===== src/rtl/light_conflict_monitor_if.sv =====
// rtl/light_conflict_monitor_if.sv - encoded light bus in, decoded lamp and fault status out
interface light_conflict_monitor_if;
  logic [1:0] la;
  logic [1:0] lb;
  logic       clear_fault;
  logic [2:0] lamp_a;
  logic [2:0] lamp_b;
  logic       fault;
  logic [2:0] fault_code;
  logic [7:0] fault_count;

  modport master (
    output la, lb, clear_fault,
    input  lamp_a, lamp_b, fault, fault_code, fault_count
  );

  modport slave (
    input  la, lb, clear_fault,
    output lamp_a, lamp_b, fault, fault_code, fault_count
  );
endinterface


===== src/rtl/light_conflict_monitor.sv =====
// rtl/light_conflict_monitor.sv - light bus safety monitor with latched flashing-red fault
// Optional yellow watchdog (fault code 6) enabled by defining LCM_YELLOW_WDOG_EN.
module light_conflict_monitor #(
  parameter int MIN_YELLOW = 5,
  parameter int MAX_YELLOW = 32,
  parameter int CNT_W      = 8,
  parameter int FLASH_HALF = 4
) (
  input  logic                   clk,
  input  logic                   reset,
  light_conflict_monitor_if.slave bus
);

  typedef enum logic [1:0] {ST_INIT, ST_RUN, ST_FAULT} state_t;

  localparam logic [1:0]       C_RED   = 2'b00;
  localparam logic [1:0]       C_YEL   = 2'b01;
  localparam logic [1:0]       C_GRN   = 2'b10;
  localparam logic [1:0]       C_BAD   = 2'b11;
  localparam logic [CNT_W-1:0] CNT_MAX = '1;
  localparam int               FL_W    = (FLASH_HALF > 1) ? $clog2(FLASH_HALF) : 1;
  localparam logic [FL_W-1:0]  FL_LAST = FL_W'(FLASH_HALF - 1);

  if (MIN_YELLOW < 1 || MAX_YELLOW <= MIN_YELLOW || FLASH_HALF < 1) begin : g_bad_params
    $error("light_conflict_monitor: inconsistent timing parameters");
  end

  state_t           state_q, state_d;
  logic [1:0]       prev_la_q, prev_la_d, prev_lb_q, prev_lb_d;
  logic [CNT_W-1:0] ycnt_a_q, ycnt_a_d, ycnt_b_q, ycnt_b_d;
  logic [CNT_W-1:0] ycnt_a_nx, ycnt_b_nx;
  logic [FL_W-1:0]  flash_cnt_q, flash_cnt_d;
  logic             flash_on_q, flash_on_d;
  logic [2:0]       lamp_a_q, lamp_a_d, lamp_b_q, lamp_b_d;
  logic             fault_q, fault_d;
  logic [2:0]       fault_code_q, fault_code_d;
  logic [7:0]       fault_count_q, fault_count_d;
  logic [2:0]       code;
  logic             wdog_hit;

  function automatic logic [2:0] decode(input logic [1:0] c);
    case (c)
      C_RED:   decode = 3'b100;
      C_YEL:   decode = 3'b010;
      C_GRN:   decode = 3'b001;
      default: decode = 3'b000;
    endcase
  endfunction

  // Hold, R->G, G->Y and Y->R are the only legal steps.
  function automatic logic bad_step(input logic [1:0] p, input logic [1:0] c);
    bad_step = (p == C_GRN && c == C_RED) ||
               (p == C_YEL && c == C_GRN) ||
               (p == C_RED && c == C_YEL);
  endfunction

  assign ycnt_a_nx = (bus.la != C_YEL) ? '0 :
                     (ycnt_a_q == CNT_MAX) ? ycnt_a_q : ycnt_a_q + 1'b1;
  assign ycnt_b_nx = (bus.lb != C_YEL) ? '0 :
                     (ycnt_b_q == CNT_MAX) ? ycnt_b_q : ycnt_b_q + 1'b1;

`ifdef LCM_YELLOW_WDOG_EN
  if ((2 ** CNT_W) - 1 < MAX_YELLOW) begin : g_bad_wdog
    $error("light_conflict_monitor: CNT_W too narrow for MAX_YELLOW");
  end
  // Fires on the sample that brings a direction's yellow run to MAX_YELLOW.
  assign wdog_hit = (bus.la == C_YEL && int'(ycnt_a_q) >= MAX_YELLOW - 1) ||
                    (bus.lb == C_YEL && int'(ycnt_b_q) >= MAX_YELLOW - 1);
`else
  assign wdog_hit = 1'b0;
`endif

  always_comb begin
    code = 3'd0;
    if (bus.la == C_BAD || bus.lb == C_BAD) begin
      code = 3'd1;
    end else if (bus.la != C_RED && bus.lb != C_RED) begin
      code = 3'd2;
    end else if (state_q == ST_RUN) begin
      if (bad_step(prev_la_q, bus.la)) begin
        code = 3'd3;
      end else if (bad_step(prev_lb_q, bus.lb)) begin
        code = 3'd4;
      end else if ((prev_la_q == C_YEL && bus.la == C_RED && int'(ycnt_a_q) < MIN_YELLOW) ||
                   (prev_lb_q == C_YEL && bus.lb == C_RED && int'(ycnt_b_q) < MIN_YELLOW)) begin
        code = 3'd5;
      end else if (wdog_hit) begin
        code = 3'd6;
      end
    end
  end

  always_comb begin
    state_d       = state_q;
    prev_la_d     = bus.la;
    prev_lb_d     = bus.lb;
    ycnt_a_d      = ycnt_a_q;
    ycnt_b_d      = ycnt_b_q;
    flash_cnt_d   = flash_cnt_q;
    flash_on_d    = flash_on_q;
    lamp_a_d      = lamp_a_q;
    lamp_b_d      = lamp_b_q;
    fault_d       = fault_q;
    fault_code_d  = fault_code_q;
    fault_count_d = fault_count_q;
    case (state_q)
      ST_INIT, ST_RUN: begin
        state_d  = ST_RUN;
        ycnt_a_d = ycnt_a_nx;
        ycnt_b_d = ycnt_b_nx;
        lamp_a_d = decode(bus.la);
        lamp_b_d = decode(bus.lb);
        if (code != 3'd0) begin
          state_d       = ST_FAULT;
          fault_d       = 1'b1;
          fault_code_d  = code;
          fault_count_d = (fault_count_q == 8'hFF) ? fault_count_q : fault_count_q + 8'd1;
          flash_cnt_d   = '0;
          flash_on_d    = 1'b1;
          lamp_a_d      = 3'b100;
          lamp_b_d      = 3'b100;
        end
      end
      ST_FAULT: begin
        if (bus.clear_fault && bus.la == C_RED && bus.lb == C_RED) begin
          state_d      = ST_INIT;
          fault_d      = 1'b0;
          fault_code_d = 3'd0;
          ycnt_a_d     = '0;
          ycnt_b_d     = '0;
          flash_cnt_d  = '0;
          flash_on_d   = 1'b0;
          lamp_a_d     = 3'b100;
          lamp_b_d     = 3'b100;
        end else begin
          if (flash_cnt_q == FL_LAST) begin
            flash_cnt_d = '0;
            flash_on_d  = ~flash_on_q;
          end else begin
            flash_cnt_d = flash_cnt_q + 1'b1;
          end
          lamp_a_d = {flash_on_d, 2'b00};
          lamp_b_d = {flash_on_d, 2'b00};
        end
      end
      default: state_d = ST_INIT;
    endcase
  end

  always_ff @(posedge clk or posedge reset) begin
    if (reset) begin
      state_q       <= ST_INIT;
      prev_la_q     <= C_RED;
      prev_lb_q     <= C_RED;
      ycnt_a_q      <= '0;
      ycnt_b_q      <= '0;
      flash_cnt_q   <= '0;
      flash_on_q    <= 1'b0;
      lamp_a_q      <= 3'b100;
      lamp_b_q      <= 3'b100;
      fault_q       <= 1'b0;
      fault_code_q  <= 3'd0;
      fault_count_q <= 8'd0;
    end else begin
      state_q       <= state_d;
      prev_la_q     <= prev_la_d;
      prev_lb_q     <= prev_lb_d;
      ycnt_a_q      <= ycnt_a_d;
      ycnt_b_q      <= ycnt_b_d;
      flash_cnt_q   <= flash_cnt_d;
      flash_on_q    <= flash_on_d;
      lamp_a_q      <= lamp_a_d;
      lamp_b_q      <= lamp_b_d;
      fault_q       <= fault_d;
      fault_code_q  <= fault_code_d;
      fault_count_q <= fault_count_d;
    end
  end

  assign bus.lamp_a      = lamp_a_q;
  assign bus.lamp_b      = lamp_b_q;
  assign bus.fault       = fault_q;
  assign bus.fault_code  = fault_code_q;
  assign bus.fault_count = fault_count_q;

endmodule


===== src/flat_wrapper.sv =====
// flat-port wrapper written by rule: the top's interface ports become plain ports
module light_conflict_monitor_flat 
#(
  parameter int MIN_YELLOW = 5,
  parameter int MAX_YELLOW = 32,
  parameter int CNT_W      = 8,
  parameter int FLASH_HALF = 4
)
  (clk, reset, bus_la, bus_lb, bus_clear_fault, bus_lamp_a, bus_lamp_b, bus_fault, bus_fault_code, bus_fault_count);
  light_conflict_monitor_if bus_i ();
  input  logic clk;
  input  logic reset;
  input wire logic [$bits(bus_i.la)-1:0] bus_la;
  input wire logic [$bits(bus_i.lb)-1:0] bus_lb;
  input wire logic [$bits(bus_i.clear_fault)-1:0] bus_clear_fault;
  output wire logic [$bits(bus_i.lamp_a)-1:0] bus_lamp_a;
  output wire logic [$bits(bus_i.lamp_b)-1:0] bus_lamp_b;
  output wire logic [$bits(bus_i.fault)-1:0] bus_fault;
  output wire logic [$bits(bus_i.fault_code)-1:0] bus_fault_code;
  output wire logic [$bits(bus_i.fault_count)-1:0] bus_fault_count;
  assign bus_i.la = bus_la;
  assign bus_i.lb = bus_lb;
  assign bus_i.clear_fault = bus_clear_fault;
  assign bus_lamp_a = bus_i.lamp_a;
  assign bus_lamp_b = bus_i.lamp_b;
  assign bus_fault = bus_i.fault;
  assign bus_fault_code = bus_i.fault_code;
  assign bus_fault_count = bus_i.fault_count;
  light_conflict_monitor #(.MIN_YELLOW(MIN_YELLOW), .MAX_YELLOW(MAX_YELLOW), .CNT_W(CNT_W), .FLASH_HALF(FLASH_HALF)) u_core (.clk(clk), .reset(reset), .bus(bus_i));
endmodule

===== config.mk =====
export PLATFORM = sky130hd
export DESIGN_NAME = light_conflict_monitor_flat
export DESIGN_NICKNAME = d
export VERILOG_FILES = /design/src/rtl/light_conflict_monitor_if.sv /design/src/rtl/light_conflict_monitor.sv /design/src/flat_wrapper.sv
export SDC_FILE = /design/constraint.sdc
export NUM_CORES = 1
export LEC_CHECK = 0
export CAP_MARGIN = 20
export CELL_PAD_IN_SITES_DETAIL_PLACEMENT = 0
export CELL_PAD_IN_SITES_GLOBAL_PLACEMENT = 1
export CORE_MARGIN = 2
export CORE_UTILIZATION = 30
export CTS_BUF_LIST = sky130_fd_sc_hd__clkbuf_16
export DETAILED_ROUTE_END_ITERATION = 16
export DONT_BUFFER_PORTS = 1
export MAX_ROUTING_LAYER = met4
export PLACE_DENSITY = 0.61
export SETUP_SLACK_MARGIN = 0.2
export SYNTH_ARGS = -nofsm -noshare
export SYNTH_HDL_FRONTEND = slang
export SYNTH_SLANG_ARGS = --single-unit

===== constraint.sdc =====
create_clock -name clk -period 2.5 [get_ports clk]
set_input_delay 0.375 -clock clk [delete_from_list [all_inputs] [get_ports clk]]
set_output_delay 0.375 -clock clk [all_outputs]
set_load 0.005 [all_outputs]

==> results of run 1 <==
## cell usage after synthesis, types with 2 or more instances
library cell	number
a2111oi_0	2
a21oi_1	7
a31oi_1	2
and2_1	4
and3_1	7
buf_6	2
clkbuf_1	3
dfrtp_1	41
dfstp_2	2
ha_1	6
inv_1	12
mux2_1	2
nand2_1	14
nand2b_1	18
nand3_1	14
nand4_1	2
nor2_1	15
nor2_2	2
nor2b_1	3
nor3_1	7
nor4b_1	2
o2111ai_1	4
o21ai_0	28
o21ai_1	2
o22a_1	2
o31ai_1	5
o32ai_1	2
or2_1	3
xnor2_1	7
xor2_1	2
## logic make-up after synthesis
kind of cell | share of synthesized area [%]
buffers and inverters | 3.83
AO/OA/AOI/OAI | 20.4
flip-flops | 45.2
XOR/XNOR | 3.31
AND/OR/NAND/NOR | 23.2
adder cells (fa/ha/maj) | 3.15
multiplexers | 0.945
## per-stage QoR
step                      hold slack (ps)  utilization, %  instance area, um^2
after floorplan                       406               -                 2380
after global placement                408            32.5                 2510
after detailed placement              267            32.8                 2540
after CTS                             117            34.8                 2690
after global routing                  109            34.8                 2690
final                                 120            34.8                 2690
## state kept, by name, summed over array words and instances (netlist names), 3 cells and up
name	flops
u_core.ycnt_b_q	8
u_core.bus.fault_code	3
u_core.bus.lamp_a	3
u_core.bus.lamp_b	3
u_core.ycnt_a_q	8
u_core.bus.fault_count	8
## worst paths after layout
path / slack (ps) / start / cells past startpoint / end
max in group asynchronous: 1440 / reset / 3 / u_core.ycnt_b_q[7]
min in group asynchronous: 510 / reset / 2 / u_core.ycnt_a_q[7]
min reg2reg: 500 / u_core.flash_cnt_q[0] / 1 / u_core.flash_cnt_q[0]
max reg2reg: 430 / u_core.ycnt_a_q[0] / 8 / u_core.bus.fault_count[1]
max: 430 / u_core.ycnt_a_q[0] / 8 / u_core.bus.fault_count[1]
min: 120 / bus_la[0] / 0 / u_core.prev_la_q[0]
## final cells by class
type / count / share of cell area (%)
multi-input cells: 187 / 45.1
well taps: 102 / 4.74
repair buffers: 7 / 2.79
flip-flops and latches: 43 / 40.1
clock inverters: 3 / 0.743
inverters: 14 / 1.95
clock buffers: 5 / 4.65
## routing by layer
layer	part of all wire (%)	up-vias
met4	0.66	0
met5	0	-
li1	-	918
met3	4.6	4
met1	49	906
met2	46	24
## power groups by stage
stage | registers, mW | logic [mW] | clock network [mW]
finish | 0.918 | 0.370 | 0.638
global route | 0.938 | 0.435 | 0.685
CTS | 0.920 | 0.378 | 0.662
detailed placement | 0.934 | 0.374 | 0
global placement | 0.931 | 0.362 | 0
floorplan | 0.903 | 0.300 | 0
==> flow_summary_export.csv, run 1 <==
group,metric,value,unit
run_status,status,"complete, no violations",
floorplan,coreArea,7730,um^2
yosys,synth_edf_count,0,
critical_path,crit_slowest_cell,"dfrtp_1",
clock_network,cts_made_buffers,5,
placed_design,gp_congestion,0.801,
placed_design,io_buffers,0,
sta,worst_slew_pin_slew,535,ps
pwr,sw_frac_of_total,29.7,%
sta,timing.setup.tns,0,ps
sta,rsz0062_at_grt,"false",
layout,final_common_cell,"dfrtp_1",
pwr,combinationalPowerShare,19.2,%
global_route,grtUsageMet1,18.6,%
sta,fin_crit,2070,ps
pwr,clkPwrFrac,33.1,%
layout,final_cell_mix,"dfrtp_1 (41), o21ai_0 (28), nand2b_1 (18)",
global_route,grt_pass1_vias,1855,
critical_path,required,2660,ps
global_route,grt_max_degree,19,
global_route,grt.met3_usage,4.03,%
yosys,synth_area_leader_cell,"dfrtp_1",
route,ant_nets,0,
critical_path,slowest_delay,400,ps
layout,layout-drive-gt1-share,11.2,%
pwr,seqPwrFrac,47.7,%
critical_path,end_kind,"register",
global_route,antenna_found_initial,0,
placed_design,placedCellCount,352,
hold_path,hold_class,"input port to register",
yosys,synth_cells,250,
layout,n_fill_cell,794,
clock_network,clk_pin_slew,60,ps
yosys,synth_cell_types,58,
critical_path,crit_chain,"inv_1, ha_1, nand2b_1, nand4_1, nand3b_1, or2_1, o21ai_1, mux2_1",
floorplan,die_h,93.1,um
sta,final-max-slew-violation-count,0,
clock_network,hold_buffers,1,
clock_network,cts_sinks,43,
layout,area_delta_synth_final,13.0,%
pwr,switchingPower,572,uW
layout,num-nets-final,271,
pwr,p_int,1.35,mW
clock_network,cts_tree,"done",
route,first_pass_iters,4,
route,wl,5.44,mm
yosys,synth-seq-cells,43,
global_route,use_met2,21.7,%
layout,instances_no_fill,361,
layout,n_antenna_cell,0,
pwr,power.density,715,nW/um^2
sta,slew_headroom,64.1,%
yosys,synth_area,2380,um^2
critical_path,cp_top_family,"simple AND/OR/NAND/NOR gates",
yosys,synthArstFlopShare,100,%
clock_network,cts_resized,0,
floorplan,die_w,93.1,um
clock_network,root_buffer,"clkbuf_16",
route,num_vias,1852,
yosys,synth_area_per_cell,9.53,um^2
pwr,p_leak,1.10,nW
floorplan,initial_core_util,30.8,%
route,drtIter0Drc,66,
pwr,vdd_drop_max,0.308,mV
yosys,synth_top_cell_area_share,43.0,%
yosys,synth_ff_type,"dfrtp_1",
floorplan,rows,32,
clock_network,clock_path_buffers,2,
yosys,synthTopCellsByArea,"dfrtp_1 (43%), o21ai_0 (5.9%), nand2b_1 (4.7%)",
layout,multi_input_area,1210,um^2
global_route,grt.total_usage,14.0,%
route,avgViaCountPerCell,5.13,
critical_path,startpoint_type,"register",
sta,setup_viol,0,
global_route,grt_pass1_wl,9.42,mm
global_route,top_usage_layer,"met2",
critical_path,cp.arrival,2230,ps
critical_path,cp_num_buf_inv,1,
placed_design,dpl.hpwl,4.10,mm
layout,seq_area,1080,um^2
critical_path,critPathMaxFanout,5,
global_route,overflow,0,
floorplan,io_pins,25,
clock_network,ctsHtreeMaxLevel,2,
sta,skew,5.37,ps
route,drc,0,
critical_path,crit_type,"register to register",
yosys,synth_nets,263,
clock_network,post_cts_buffers,0,
route,wl_per_cell,15.1,um
placed_design,pre_cts_slack,457,ps
sta,max_freq,0.483,GHz
sta,setup_slack,432,ps
yosys,ys.warnings.count,0,
pwr,p_total,1.92,mW
floorplan,dieArea,8670,um^2
sta,report.final.hold_viol_count,0,
clock_network,clk_latency,280,ps
sta,post-route-period-util,82.7,%
job,drv_cap,0,
yosys,yosysSeqAreaShare,45.2,%
Power figures use the tool's default switching activity.
==> run 2: changes to the inputs <==
--- a/config.mk
+++ b/config.mk
@@ -14,7 +14,7 @@
 export DETAILED_ROUTE_END_ITERATION = 16
 export DONT_BUFFER_PORTS = 1
 export MAX_ROUTING_LAYER = met4
-export PLACE_DENSITY = 0.61
+export PLACE_DENSITY = 0.63
 export SETUP_SLACK_MARGIN = 0.2
 export SYNTH_ARGS = -nofsm -noshare
 export SYNTH_HDL_FRONTEND = slang
==> constraint.sdc (replaced) <==
create_clock -name clk -period 1.9 [get_ports clk]
set_input_delay 0.285 -clock clk [delete_from_list [all_inputs] [get_ports clk]]
set_output_delay 0.285 -clock clk [all_outputs]
set_load 0.005 [all_outputs]
==> flow_summary_export.csv, run 2 (synthesis gave the netlist of run 1 again) <==
group,metric,value,unit
critical_path,startpoint_type,"register",
route,drtIter0Drc,100,
hold_path,hold_class,"input port to register",
sta,timing.setup.tns,0,ps
route,ant_nets,0,
global_route,overflow,0,
sta,skew,3.66,ps
run_status,status,"complete, no violations",
layout,post-route-util,44.7,%
pwr,p_leak,1.48,nW
sta,rsz0062_at_grt,"true",
critical_path,crit_type,"register to register",
sta,setup_viol,0,
placed_design,io_buffers,0,
route,drc,0,
placed_design,place_area,2800,um^2
critical_path,critPathMaxFanout,4,
clock_network,cts_made_buffers,5,
layout,final_cell_mix,"buf_4 (44), dfrtp_1 (40), nand2b_1 (14), nand2_1 (14), nand3_1 (13)",
clock_network,clk_pin_slew,60,ps
layout,layout-drive-gt1-share,42.0,%
pwr,vdd_drop_max,0.394,mV
floorplan,die_w,93.1,um
layout,instances_no_fill,409,
floorplan,rows,32,
global_route,grt_pass1_wl,10.2,mm
floorplan,io_pins,25,
job,drv_cap,0,
clock_network,ctsHtreeMaxLevel,2,
placed_design,gp_congestion,0.775,
placed_design,placedCellCount,381,
layout,design_area,3460,um^2
layout,n_antenna_cell,0,
layout,num-nets-final,319,
layout,n_fill_cell,746,
floorplan,dieArea,8670,um^2
placed_design,dpl.hpwl,4.29,mm
clock_network,cts_tree,"done",
clock_network,root_buffer,"clkbuf_16",
route,wl_per_cell,15.2,um
floorplan,die_h,93.1,um
route,first_pass_iters,4,
layout,final_common_cell,"buf_4",
route,wl,6.22,mm
sta,fin_crit,1880,ps
floorplan,coreArea,7730,um^2
layout,area_delta_synth_final,45.0,%
sta,post-route-period-util,98.8,%
route,avgViaCountPerCell,5.05,
critical_path,required,2070,ps
global_route,grt_pass1_vias,2032,
clock_network,clock_path_buffers,2,
sta,max_freq,0.533,GHz
pwr,power.density,838,nW/um^2
global_route,grt_max_degree,22,
sta,report.final.hold_viol_count,0,
sta,slew_headroom,46.2,%
sta,worst_slew_pin_slew,803,ps
global_route,grt.total_usage,15.4,%
floorplan,initial_core_util,30.8,%
sta,final-max-slew-violation-count,0,
clock_network,cts_sinks,43,
clock_network,clk_latency,280,ps
route,num_vias,2065,
critical_path,cp.arrival,2050,ps
global_route,antenna_found_initial,0,
critical_path,end_kind,"register",
run 2: path summary, 6_finish.rpt:
kind | start | end | slack [ps] | cells past startpoint
max | u_core.ycnt_a_q[1] | u_core.bus.fault_count[1] | 20 | 8
max reg2reg | u_core.ycnt_a_q[1] | u_core.bus.fault_count[1] | 20 | 8
max in group asynchronous | reset | u_core.state_q[0] | 790 | 3
min | bus_lb[0] | u_core.prev_lb_q[0] | 30 | 0
min in group asynchronous | reset | u_core.ycnt_a_q[7] | 510 | 2
min reg2reg | u_core.flash_cnt_q[0] | u_core.flash_cnt_q[0] | 490 | 1
run 2: critical path, cell delays in order, from the launching register on:
cell	delay, ps
dfrtp_1	340
inv_1	50
ha_2	170
nand2b_4	130
nand4_1	140
nand3b_1	170
or2_1	300
o21ai_2	160
mux2_4	310
run 2: final cells by class:
| cell class | instances | area, um^2 | share of cell area (%) |
|---|---|---|---|
| well taps | 102 | 128 | 3.69 |
| repair buffers | 55 | 453 | 13.1 |
| flip-flops and latches | 43 | 1080 | 31.2 |
| multi-input cells | 187 | 1580 | 45.6 |
| inverters | 14 | 55.1 | 1.59 |
| clock buffers | 5 | 125 | 3.62 |
| clock inverters | 3 | 38.8 | 1.12 |
run 2: through the flow:
step / hold WS (ps) / setup WS (ps) / power [mW]
2_1_floorplan: 316 / 88.0 / 1.60
3_3_place_gp: 263 / -13.6 / 1.80
3_5_place_dp: 264 / 0.249 / 1.81
4_1_cts: 22.5 / 50.7 / 2.86
5_1_grt: 15.1 / -92.1 / 3.08
6_report: 28.9 / 23.1 / 2.89
run 2: routing by layer:
metal | up-vias | track usage, % | share of wire [%]
li1 | 1016 | - | -
met1 | 1016 | 19.3 | 45
met2 | 25 | 24.9 | 50
met3 | 8 | 3.46 | 3.9
met4 | 0 | 4.78 | 1.2
met5 | - | - | 0
run 2: where the power goes:
part	total [mW]	switching [mW]	internal, mW
clock network	0.963	0.350	0.613
registers	1.18	0.109	1.07
logic	0.755	0.382	0.373
total	2.89	0.841	2.05
run 2: timing repair:
item	CTS	global route
endpoints found under the hold margin	17	0
endpoints found under the setup margin	34	36
buffers inserted	12	7
hold buffers	1	0
pin swaps	21	23
resized for setup	31	57
==> run 3: changes to the inputs <==
--- a/config.mk
+++ b/config.mk
@@ -9,12 +9,12 @@
 export CELL_PAD_IN_SITES_DETAIL_PLACEMENT = 0
 export CELL_PAD_IN_SITES_GLOBAL_PLACEMENT = 1
 export CORE_MARGIN = 2
-export CORE_UTILIZATION = 30
+export CORE_UTILIZATION = 44
 export CTS_BUF_LIST = sky130_fd_sc_hd__clkbuf_16
 export DETAILED_ROUTE_END_ITERATION = 16
 export DONT_BUFFER_PORTS = 1
 export MAX_ROUTING_LAYER = met4
-export PLACE_DENSITY = 0.63
+export PLACE_DENSITY = 0.83
 export SETUP_SLACK_MARGIN = 0.2
 export SYNTH_ARGS = -nofsm -noshare
 export SYNTH_HDL_FRONTEND = slang
==> flow_summary_export.csv, run 3 (synthesis gave the netlist of run 1 again) <==
group,metric,value,unit
run_status,status,"finished, violations left",
run_status,violations,"negative setup slack",
sta,setup_slack,-53.5,ps
critical_path,cp-startpoint,"u_core.ycnt_b_q[1]",
global_route,grt_pass1_wl,10.3,mm
sta,post-route-period-util,103,%
critical_path,reg2reg_from,"u_core.ycnt_b_q[1]",
pwr,p_int,2.06,mW
route,avgViaCountPerCell,5.64,
critical_path,endpoint,"u_core.bus.fault_count[1]",
placed_design,io_buffers,0,
floorplan,die_w,77.6,um
sta,final-max-slew-violation-count,0,
placed_design,gp_congestion,0.811,
layout,area_delta_synth_final,44.9,%
pwr,seqPwrFrac,40.9,%
route,wl_per_cell,17.3,um
critical_path,crit_slowest_cell,"dfrtp_1",
global_route,grt_pass1_vias,2077,
critical_path,critPathMaxFanout,4,
floorplan,die_h,77.6,um
global_route,grt_max_degree,23,
clock_network,cts_made_buffers,5,
route,wl,6.52,mm
floorplan,io_pins,25,
pwr,sw_frac_of_total,30.1,%
critical_path,cp_top_family,"simple AND/OR/NAND/NOR gates",
job,drv_cap,0,
layout,n_antenna_cell,0,
critical_path,slowest_delay,380,ps
hold_path,hold_class,"input port to register",
sta,slew_headroom,60.6,%
layout,design_area,3450,um^2
pwr,switchingPower,886,uW
route,first_pass_iters,4,
clock_network,root_buffer,"clkbuf_16",
critical_path,end_kind,"register",
sta,setup_viol,6,
pwr,power.density,854,nW/um^2
placed_design,pre_cts_slack,-8.32,ps
pwr,p_leak,1.46,nW
critical_path,cp.arrival,2120,ps
floorplan,rows,26,
critical_path,required,2070,ps
critical_path,reg2reg_slack,-50,ps
clock_network,clk_latency,290,ps
pwr,vdd_drop_max,0.472,mV
global_route,antenna_found_initial,0,
route,drtIter0Drc,120,
floorplan,dieArea,6020,um^2
placed_design,dpl.hpwl,3.99,mm
global_route,grt.total_usage,22.1,%
critical_path,crit_cells,8,
sta,report.final.hold_viol_count,0,
clock_network,clk_pin_slew,60,ps
layout,num-nets-final,318,
pwr,clkPwrFrac,33.0,%
floorplan,initial_core_util,46.1,%
sta,skew,7.87,ps
pwr,combinationalPowerShare,26.1,%
critical_path,cp_num_buf_inv,1,
global_route,overflow,0,
critical_path,crit_chain,"inv_1, ha_2, nand2b_4, nand4_1, nand3b_1, or2_1, o21ai_2, mux2_4",
sta,max_freq,0.512,GHz
sta,worst_slew_pin_slew,587,ps
sta,fin_crit,1950,ps
critical_path,r2r-end,"u_core.bus.fault_count[1]",
critical_path,reg2regPathDepth,8,
route,drc,0,
layout,final_cell_mix,"buf_4 (42), dfrtp_1 (38), nand2b_1 (14)",
critical_path,crit_type,"register to register",
clock_network,cts_sinks,43,
route,num_vias,2120,
floorplan,coreArea,5170,um^2
layout,layout-drive-gt1-share,44.1,%
clock_network,cts_tree,"done",
placed_design,place_area,2700,um^2
clock_network,clock_path_buffers,2,
critical_path,startpoint_type,"register",
clock_network,ctsHtreeMaxLevel,2,
sta,rsz0062_at_grt,"true",
layout,final_common_cell,"buf_4",
route,ant_nets,0,
-- run 3: area by class of cell --
cell class,count,area (um^2)
clock inverters,3,38.8
repair buffers,54,465
multi-input cells,187,1600
well taps,70,87.6
fillers,375,1720
inverters,14,52.6
flip-flops and latches,43,1080
clock buffers,5,125
-- run 3: per-layer routing --
layer	GRT usage, %	wire, um	part of all wire (%)	vias up
met5	-	0	0	-
met4	7.32	128	2.0	0
met3	6.05	327	5.0	11
met2	34.5	3310	51	50
met1	28.0	2750	42	1035
li1	-	-	-	1024
-- run 3: worst min-delay path by stage --
stage | slack (ps) | endpoint | start | cells past startpoint
2_1_floorplan | 320 | u_core.prev_la_q[0] | bus_la[0] | 0
3_3_place_gp | 190 | u_core.ycnt_a_q[0] | reset | 1
3_5_place_dp | 190 | u_core.ycnt_a_q[0] | reset | 1
4_1_cts | 20 | u_core.prev_lb_q[0] | bus_lb[0] | 0
5_1_grt | 20 | u_core.prev_lb_q[0] | bus_lb[0] | 0
6_report | 30 | u_core.prev_lb_q[0] | bus_lb[0] | 0
-- run 3: timing repair --
action                                 CTS  global route
pin swaps                               23            27
setup endpoints to repair               26            35
endpoints found under the hold margin   13             0
hold buffers                             1             0
setup buffers                           15            12
gates resized for setup                 30            68
-- run 3: metrics by stage --
stage	setup TNS (ps)	utilization [%]	instances	hold slack [ps]	total power [mW]
final	-77.6	66.8	376	27.5	2.95
after global routing	-746	66.8	376	17.4	3.10
after CTS	0	59.5	364	24.1	2.82
after detailed placement	-8.32	52.2	340	192	1.78
after global placement	0	52.2	340	186	1.76
after floorplan	0	-	250	316	1.60
-- run 3: power groups by stage --
stage                     Sequential [mW]  Combinational (mW)  Clock (mW)
final                                1.21               0.770       0.972
after global routing                 1.23               0.852        1.02
after CTS                            1.19               0.648       0.984
after detailed placement             1.20               0.582           0
after global placement               1.19               0.568           0
after floorplan                      1.19               0.411           0
